$ cat config.mk
export PLATFORM = sky130hd
export DESIGN_NAME = local_predictor_bank_flat
export DESIGN_NICKNAME = d
export VERILOG_FILES = /design/src/rtl/bp_pkg.sv /design/src/rtl/local_predictor_bank_if.sv /design/src/rtl/bp_sat_counter.sv /design/src/rtl/local_predictor_bank.sv /design/src/flat_wrapper.sv
export SDC_FILE = /design/constraint.sdc
export NUM_CORES = 1
export LEC_CHECK = 0
export ABC_AREA = 1
export BUFFER_PORTS_ARGS = -buffer_cell sky130_fd_sc_hd__buf_2
export CORE_ASPECT_RATIO = 1.2
export CORE_MARGIN = 5
export CORE_UTILIZATION = 57
export DETAILED_ROUTE_END_ITERATION = 8
export GPL_ROUTABILITY_DRIVEN = 0
export MAX_ROUTING_LAYER = met4
export PLACE_DENSITY = 0.88
export SYNTH_ARGS = -nofsm -noshare
export SYNTH_HDL_FRONTEND = slang
export SYNTH_HIERARCHICAL = 1
export SYNTH_SLANG_ARGS = --single-unit
$ cat constraint.sdc
create_clock -name clk_i -period 1.3 [get_ports clk_i]
set_input_delay 0.13 -clock clk_i [delete_from_list [all_inputs] [get_ports clk_i]]
set_output_delay 0.13 -clock clk_i [all_outputs]
set_load 0.01 [all_outputs]
$ cat src/rtl/bp_pkg.sv
// rtl/bp_pkg.sv - shared types and constants for the local predictor bank
package bp_pkg;

    // 2-bit saturating counter encoding; the MSB is the taken prediction
    typedef enum logic [1:0] {
        SNT = 2'b00,
        WNT = 2'b01,
        WT  = 2'b10,
        ST  = 2'b11
    } counter_t;

    // PC bits used as the table index (table has 2**INDEX_WIDTH entries)
    localparam int DEFAULT_INDEX_WIDTH = 6;

    // One counter per 2-bit global history pattern
    localparam int PATTERNS = 4;

endpackage

$ cat src/rtl/local_predictor_bank_if.sv
// rtl/local_predictor_bank_if.sv - fetch prediction and execute training signals
interface local_predictor_bank_if;

    // Fetch-side lookup
    logic [31:0] pc_f_i;
    logic [1:0]  local_src_f_i;
    logic        predict_taken_f_o;

    // Execute-side training
    logic        stall_ex_i;
    logic [1:0]  branch_op_ex_i;
    logic        pc_src_res_ex_i;
    logic [31:0] pc_ex_i;
    logic [1:0]  local_src_ex_i;

    // Pipeline side: drives lookups and resolved branches
    modport master (
        output pc_f_i,
        output local_src_f_i,
        input  predict_taken_f_o,
        output stall_ex_i,
        output branch_op_ex_i,
        output pc_src_res_ex_i,
        output pc_ex_i,
        output local_src_ex_i
    );

    // Predictor side
    modport slave (
        input  pc_f_i,
        input  local_src_f_i,
        output predict_taken_f_o,
        input  stall_ex_i,
        input  branch_op_ex_i,
        input  pc_src_res_ex_i,
        input  pc_ex_i,
        input  local_src_ex_i
    );

endinterface

$ cat src/rtl/bp_sat_counter.sv
// rtl/bp_sat_counter.sv - single 2-bit saturating direction counter
module bp_sat_counter
    import bp_pkg::*;
#(
    parameter counter_t RESET_VAL = WNT
) (
    input  logic     clk_i,
    input  logic     reset_n_i,
    input  logic     en_i,
    input  logic     taken_i,
    output counter_t state_o
);

    counter_t state_q;
    counter_t state_d;

    // Step toward taken or untaken when enabled, sticking at the ends
    always_comb begin
        state_d = state_q;
        if (en_i) begin
            if (taken_i) begin
                case (state_q)
                    SNT:     state_d = WNT;
                    WNT:     state_d = WT;
                    WT:      state_d = ST;
                    default: state_d = ST;
                endcase
            end else begin
                case (state_q)
                    ST:      state_d = WT;
                    WT:      state_d = WNT;
                    WNT:     state_d = SNT;
                    default: state_d = SNT;
                endcase
            end
        end
    end

    // Counter state register, cleared to the reset value asynchronously
    always_ff @(posedge clk_i or negedge reset_n_i) begin
        if (!reset_n_i) begin
            state_q <= RESET_VAL;
        end else begin
            state_q <= state_d;
        end
    end

    assign state_o = state_q;

endmodule

$ cat src/rtl/local_predictor_bank.sv
// rtl/local_predictor_bank.sv - PC-indexed table of per-history 2-bit counters
module local_predictor_bank
    import bp_pkg::*;
#(
    parameter int       INDEX_WIDTH = DEFAULT_INDEX_WIDTH,
    parameter counter_t RESET_STATE = WNT
) (
    input logic             clk_i,
    input logic             reset_n_i,
    local_predictor_bank_if.slave bp
);

    localparam int ENTRIES = 2 ** INDEX_WIDTH;
    localparam int COUNTERS = ENTRIES * PATTERNS;

    logic [INDEX_WIDTH-1:0] rd_idx;
    logic [INDEX_WIDTH-1:0] wr_idx;
    logic                   upd;
    logic [COUNTERS-1:0]    we;
    logic [1:0]             cnt [ENTRIES][PATTERNS];
    logic                   unused_bits;

    // Word-aligned index decode; low byte-offset bits and high PC bits are dropped
    always_comb begin
        rd_idx = bp.pc_f_i[INDEX_WIDTH+1:2];
        wr_idx = bp.pc_ex_i[INDEX_WIDTH+1:2];
        upd    = bp.branch_op_ex_i[0] & ~bp.stall_ex_i;
    end

    // One-hot write enable: entry and history pattern together pick one counter
    always_comb begin
        we = '0;
        if (upd) begin
            we[{wr_idx, bp.local_src_ex_i}] = 1'b1;
        end
    end

    // Combinational lookup; reads the registered value, so no same-cycle bypass
    always_comb begin
        bp.predict_taken_f_o = cnt[rd_idx][bp.local_src_f_i][1];
    end

    for (genvar e = 0; e < ENTRIES; e++) begin : g_entry
        for (genvar p = 0; p < PATTERNS; p++) begin : g_pat
            bp_sat_counter #(
                .RESET_VAL (RESET_STATE)
            ) u_ctr (
                .clk_i     (clk_i),
                .reset_n_i (reset_n_i),
                .en_i      (we[e*PATTERNS+p]),
                .taken_i   (bp.pc_src_res_ex_i),
                .state_o   (cnt[e][p])
            );
        end
    end

    // PC bits outside the index and the non-conditional op bit never affect the table
    assign unused_bits = ^{bp.pc_f_i[31:INDEX_WIDTH+2], bp.pc_f_i[1:0],
                           bp.pc_ex_i[31:INDEX_WIDTH+2], bp.pc_ex_i[1:0],
                           bp.branch_op_ex_i[1]};

endmodule

$ cat src/flat_wrapper.sv
// flat-port wrapper written by rule: the top's interface ports become plain ports
module local_predictor_bank_flat import bp_pkg::*;
#(
    parameter int       INDEX_WIDTH = DEFAULT_INDEX_WIDTH,
    parameter counter_t RESET_STATE = WNT
)
  (clk_i, reset_n_i, bp_pc_f_i, bp_local_src_f_i, bp_predict_taken_f_o, bp_stall_ex_i, bp_branch_op_ex_i, bp_pc_src_res_ex_i, bp_pc_ex_i, bp_local_src_ex_i);
  local_predictor_bank_if bp_i ();
  input logic clk_i;
  input logic reset_n_i;
  input wire logic [$bits(bp_i.pc_f_i)-1:0] bp_pc_f_i;
  input wire logic [$bits(bp_i.local_src_f_i)-1:0] bp_local_src_f_i;
  output wire logic [$bits(bp_i.predict_taken_f_o)-1:0] bp_predict_taken_f_o;
  input wire logic [$bits(bp_i.stall_ex_i)-1:0] bp_stall_ex_i;
  input wire logic [$bits(bp_i.branch_op_ex_i)-1:0] bp_branch_op_ex_i;
  input wire logic [$bits(bp_i.pc_src_res_ex_i)-1:0] bp_pc_src_res_ex_i;
  input wire logic [$bits(bp_i.pc_ex_i)-1:0] bp_pc_ex_i;
  input wire logic [$bits(bp_i.local_src_ex_i)-1:0] bp_local_src_ex_i;
  assign bp_i.pc_f_i = bp_pc_f_i;
  assign bp_i.local_src_f_i = bp_local_src_f_i;
  assign bp_predict_taken_f_o = bp_i.predict_taken_f_o;
  assign bp_i.stall_ex_i = bp_stall_ex_i;
  assign bp_i.branch_op_ex_i = bp_branch_op_ex_i;
  assign bp_i.pc_src_res_ex_i = bp_pc_src_res_ex_i;
  assign bp_i.pc_ex_i = bp_pc_ex_i;
  assign bp_i.local_src_ex_i = bp_local_src_ex_i;
  local_predictor_bank #(.INDEX_WIDTH(INDEX_WIDTH), .RESET_STATE(RESET_STATE)) u_core (.clk_i(clk_i), .reset_n_i(reset_n_i), .bp(bp_i));
endmodule
### Yosys cells after proc, flatten, opt, wreduce, memory -nomap -nowiden

Index checks and enable logic that the tools add are counted.

| operators by class | value |
|---|---|
| reductions and logical operators | 257 |
| magnitude comparators | 4 |
| mux-type cells | 777 |
| eq/ne operators | 768 |
| bitwise gates (word level) | 4 |

Operator list:

| operator | number |
|---|---|
| $pmux W2 S2 | 512 |
| $eq A2 B2 Y1 const B | 512 |
| $mux W2 | 258 |
| $eq A2 B1 Y1 const B | 256 |
| $logic_not A2 Y1 | 256 |
| $mux W256 | 1 |
| $bmux W8 S6 | 1 |
| $mux W8 | 2 |
| $lt A8 B9 Y1 const B | 1 |
| $demux W1 S8 | 1 |
| $ge A8 B1 Y1 const B | 1 |
| $ge A7 B7 Y1 const B | 1 |
| $not A6 Y7 | 1 |
| $bmux W2 S2 | 1 |
| $ge A3 B3 Y1 const B | 1 |
| $not A2 Y3 | 1 |
| $and A1 B1 Y1 | 1 |
| $logic_and A1 B1 Y1 | 1 |
| $mux W1 | 1 |
| $not A1 Y1 | 1 |

| word-level totals | value |
|---|---|
| output and inout bits | 1 |
| register bits | 512 |
| bits of input ports | 74 |
| word-level logic and storage cells | 2066 |

### Depth between registers and ports, before layout

| depth | value |
|---|---|
| depth in word-level cells | 7 |
| mapped depth | 13 |
| mapped depth without buffers | 11 |

### Cells and area by module

Netlist, hierarchy kept.

Modules (own cells, without submodules):

| module | instances | cells an instance | seq. area each (µm²) | area each (µm²) |
|---|---|---|---|---|
| bp_sat_counter | 256 | 13 | 51.3 | 96.3 |
| local_predictor_bank | 1 | 962 | 0.0 | 4120.2 |

### Worst setup path after synthesis

OpenSTA, ideal clock, no wires.

| timing | value |
|---|---|
| path type | input-to-reg |
| start | input bp_branch_op_ex_i[0] |
| end | register u_core.g_entry[15].g_pat[2].u_ctr.state_q[1] |
| path slack | -76 ps |
| arrival | 1256 ps |
| cell stages on the path | 9 |
| library setup time | 121 ps |
| data required time | 1179 ps |
| path buffers | 2 |
| path through | inv_1 nor2_2 buf_2 nand2_1 clkbuf_1 nor2_1 inv_1 o21ai_0 nand2_1 |

| between the ends | value |
|---|---|
| word-level cells in the longest chain between the ends | 2 |

Ends and longest elaborated chain:

| item | line | RTL |
|---|---|---|
| start, declared | flat_wrapper.sv:15 | `input wire logic [$bits(bp_i.branch_op_ex_i)-1:0] bp_branch_op_ex_i;` |
| $and A1 B1 Y1 | local_predictor_bank.sv:27 | `upd = bp.branch_op_ex_i[0] & ~bp.stall_ex_i;` |
| $mux W256 | local_predictor_bank.sv:33 | `if (upd) begin` |
| named net u_core.we[62] | local_predictor_bank.sv:19 | `logic [COUNTERS-1:0] we;` |
| end signal, assigned | bp_sat_counter.sv:44 | `state_q <= state_d;` |
| end, declared | bp_sat_counter.sv:14 | `counter_t state_q;` |

The timed path passes the listed nets, and every way through them passes these cells.
A chain may end at the register's enable or synchronous reset.

### Final worst setup path

| timing | value |
|---|---|
| start | register u_core.g_entry[14].g_pat[3].u_ctr.state_q[1] |
| end | output bp_predict_taken_f_o |

| between the ends | value |
|---|---|
| word-level cells in the longest chain between the ends | 6 |

Ends and longest elaborated chain:

| item | line | RTL |
|---|---|---|
| start, declared | bp_sat_counter.sv:14 |  |
| start signal, assigned | bp_sat_counter.sv:44 |  |
| $bmux W8 S6 | local_predictor_bank.sv:40 | `bp.predict_taken_f_o = cnt[rd_idx][bp.local_src_f_i][1];` |
| $mux W8 (implied by the code) (2 in series) | local_predictor_bank.sv:40 |  |
| $bmux W2 S2 | local_predictor_bank.sv:40 |  |
| $mux W2 (implied by the code) (2 in series) | local_predictor_bank.sv:40 |  |
| end, declared | flat_wrapper.sv:13 | `output wire logic [$bits(bp_i.predict_taken_f_o)-1:0] bp_predict_taken_f_o;` |

Every way passes these cells. The select of a mux whose other input is x is not followed.

==> metrics.md <==
| Metric | Value |
|---|---|
| Run status | `finished, violations left` |
| Failing checks | `negative setup slack` |
| Number of nets still failing antenna checks after routing | `0` |
| Share of the yosys chip area belonging to registers | `45.6%` |
| Largest delay share family, worst path | `simple AND/OR/NAND/NOR gates` |
| Internal power contribution | `roughly 0.027 W` |
| #FFs+latches synth | `around 500` |
| Filler Cells Inserted | `approximately 3400` |
| Gate power share | `7.9%` |
| Total power divided by cell area | `roughly 1000 nW/um^2` |
| Final Max Slew Viols | `0` |
| Insertion delay of the later-clocked pin in the worst-skew pair | `0.62 ns` |
| Number of primary I/O pins | `75` |
| Drt first pass iters | `6` |
| Chip Width | `~220 um` |
| Layout area overhead | `23.3%` |
| Average size of a mapped cell | `6.71 sq um` |
| Via count of the routed design | `29500` |
| Total Nets Final | `about 4800` |
| Warning count from the yosys run | `6` |
| Type of the worst min-delay path | `input port to flip-flop` |
| Worst setup timing slack at the placement stage | `-0.609 ns` |
| Switching power share of the total | `24.4%` |
| Relative max-transition margin | `71.9%` |
| Final Hold Fails | `0` |
| Final WL | `between 80000 and 90000 um` |
| Post-synthesis compound-gate area fraction | `4.45%` |
| Number of port buffers | `21` |
| Area used by multi-input combinational logic | `approximately 14000 sq um` |
| Category of the critical setup timing path | `flip-flop to output port` |
| Count of cell types in the netlist | `14` |
| Clock root buffer | `sky130_fd_sc_hd__clkbuf_16` |
| Flip-flop count of the largest register after layout | `about 510` |
| Unrepaired setup endpoints after global routing | `yes` |
| CTS tree | `built` |
| Total net switching power | `0.00869 W` |
| Cell area after synthesis | `28800 sq um` |
| # setup viols final | `1` |
| Depth of the CTS H-tree | `2` |
| Largest driver fanout on the critical path | `2` |
| Sum of internal, switching and leakage power | `0.0357 W` |
| Max incr delay on CP | `0.42 ns` |
| Sinks on Clock Net | `slightly above 500` |
| Vias in the first global route | `about 28000` |
| Flop pwr share | `46.3%` |
| DIE AREA | `55100 sq um` |
| Core area | `50100 sq um` |
| Post-Route Setup TNS | `-0.932 ns` |
| Clock transition at the register clock pins on the worst setup and hold paths after CTS | `0.06 ns` |
| Minimum clock period after layout | `2.23 ns` |
| Max frequency | `between 0.4 and 0.5 GHz` |
| Initial DRC count | `roughly 3100` |
| Vert. Die Dim | `256 um` |
| Maximum number of pins on one net before global-route repair | `106` |
| Cells after synthesis | `around 4300` |
| CP Buf/Inv Count | `1` |
| Multiplexer share of the synthesized area | `0%` |
| Highest-delay cell along the critical path | `sky130_fd_sc_hd__dfrtp_1` |
| Leakage power summed over all cells | `16.4 nW` |
| Max rail drop VDD | `0.964 mV` |
| Endpoint kind of the worst setup timing path | `output port` |
| Area fraction in and, or, nand and nor cells after synthesis | `44.3%` |
| Combinational family with the most area after synthesis | `simple AND/OR/NAND/NOR gates` |
| Maximum number of buffers from clock root to sink | `3` |
| Total area of sequential cells | `13100 sq um` |
| Half-perimeter wire length of the detailed placement result | `53700 um` |
| Proportion of power drawn by the clock network | `a little under half` |
| Xor/xnor cell area share of the yosys netlist | `0%` |
| Skew final | `0.0169 ns` |
| Initial cell density of the core | `57.4%` |
| Standard-cell rows | `90` |
| Highest-count cells in the layout ignoring fill and taps | `sky130_fd_sc_hd__nand2_1 (2095), sky130_fd_sc_hd__nor2_1 (538), sky130_fd_sc_hd__buf_4 (361)` |
| Wire length of the first global-routing pass | `between 100000 and 150000 um` |
| Number of clock buffers inserted by TritonCTS | `52` |
| Least-Margin Pin Slew | `~0.42 ns` |
| Share of the core filled with cells | `70.8%` |
| Initial antenna violation count | `2` |
| Via density per instance | `5.47` |
| Part of the cycle the worst path needs | `172%` |
| Critical Path Source Type | `flip-flop` |
| Remaining global-route overflow | `0` |
| Total track usage | `30.4%` |
| Share of cells above drive strength 1 | `23.3%` |
| Cell chain of the critical path | `nand2_1 -> nand3_1 -> nand3_2 -> nand3_1 -> nand3_1 -> nand2_1 -> nand2_1 -> nand3_1 -> nand3_2 -> nand2_4 -> buf_6` |
| Worst path required time | `around 1.2 ns` |
| Arrival time reported for the critical path endpoint | `2.10 ns` |
| Post-synthesis share of cell area spent on full adders, half adders and majority gates | `0%` |
| Average routed wire per standard cell | `15.7 um` |
| Max-capacitance violation count | `0` |
| Synthesized net count | `4364` |
| Most common cell after layout, fill and taps aside | `sky130_fd_sc_hd__nand2_1` |
| Most frequent cell on the critical path | `sky130_fd_sc_hd__nand3_1` |
| Remaining design rule violation count | `0` |
| Worst path setup slack after routing | `-0.932 ns` |
-- layer usage --
layer,global-route usage [%],wire [um],vias up
met4,18.3,6240,0
li1,-,-,14000
met3,4.64,7710,446
met1,36.1,31200,13600
met5,-,0,-
met2,49.0,39800,1419
-- stage by stage --
stage	hold WS, ns	cells	cell area, sq um
6_report	0.0678	5397	35500
5_1_grt	0.102	5397	35500
4_1_cts	0.0457	5375	35100
3_5_place_dp	-0.0260	5273	33100
3_3_place_gp	-0.0249	5273	33100
2_1_floorplan	-0.166	4290	28800
-- worst register-to-register path: stages (launching register included) --
cell,delay [ns]
sky130_fd_sc_hd__dfrtp_1,0.43
sky130_fd_sc_hd__buf_4,0.16
sky130_fd_sc_hd__buf_4,0.13
sky130_fd_sc_hd__nor2_1,0.15
sky130_fd_sc_hd__nor2_2,0.05
sky130_fd_sc_hd__nand2_1,0.06
sky130_fd_sc_hd__nand2_1,0.04
-- Yosys cell counts --
master,instances,area [sq um]
sky130_fd_sc_hd__nand2_1,2101,7890
sky130_fd_sc_hd__nor2_1,538,2020
sky130_fd_sc_hd__inv_1,291,1090
sky130_fd_sc_hd__nor2_2,257,1610
sky130_fd_sc_hd__dfrtp_1,256,6410
sky130_fd_sc_hd__dfstp_2,256,6730
sky130_fd_sc_hd__o21ai_0,256,1280
sky130_fd_sc_hd__nand3_1,248,1240
sky130_fd_sc_hd__clkbuf_1,34,128
sky130_fd_sc_hd__buf_6,20,225
sky130_fd_sc_hd__buf_2,13,65.1
sky130_fd_sc_hd__buf_1,10,37.5
sky130_fd_sc_hd__buf_4,8,60.1
sky130_fd_sc_hd__inv_2,2,7.51
-- what timing repair did --
item	4_1_cts	5_1_grt
setup endpoints to repair	1	1
hold endpoints to repair	414	0
resized for setup	18	50
pin swaps	8	30
hold buffers	2	0
buffers inserted	5	20
-- power groups by stage --
stage / registers (W) / clock network (W) / logic (W)
6_report: 0.0165 / 0.0163 / 0.00283
5_1_grt: 0.0165 / 0.0172 / 0.00307
4_1_cts: 0.0165 / 0.0165 / 0.00270
3_5_place_dp: 0.0168 / 0 / 0.00263
3_3_place_gp: 0.0168 / 0 / 0.00256
2_1_floorplan: 0.0167 / 0 / 0.00114
-- cell families after synthesis --
family | count (synthesis)
buffers and inverters | 378
AND/OR/NAND/NOR | 3144
AO/OA/AOI/OAI | 256
flip-flops | 512
-- final cells by class --
cell class,instances,share of cell area (%)
clock inverter,23,1.06
timing repair buffer,451,11.9
antenna,2,0.0141
inverter,293,3.11
tap,644,2.27
clock buffer,72,4.16
sequential,512,37.0
multi-input combinational,3400,40.5
-- worst paths after layout --
| path | startpoint | end | slack (ns) | cells after the start |
|---|---|---|---|---|
| setup / recovery | u_core/g_entry[14].g_pat[3].u_ctr/state_o[1] | bp_predict_taken_f_o | -0.93 | 11 |
| hold reg to reg | u_core/g_entry[41].g_pat[3].u_ctr/state_o[0] | u_core/g_entry[41].g_pat[3].u_ctr/state_o[0] | 0.47 | 2 |
| min in group asynchronous | reset_n_i | u_core/g_entry[8].g_pat[1].u_ctr/state_o[0] | 0.18 | 2 |
| hold / removal | bp_pc_src_res_ex_i | u_core/g_entry[8].g_pat[0].u_ctr/state_o[0] | 0.07 | 6 |
| max in group asynchronous | reset_n_i | u_core/g_entry[12].g_pat[0].u_ctr/state_o[1] | 0.41 | 3 |
| setup reg to reg | u_core/g_entry[14].g_pat[0].u_ctr/state_o[1] | u_core/g_entry[14].g_pat[0].u_ctr/state_o[1] | 0.16 | 6 |
(Power assumes the default switching activity.)
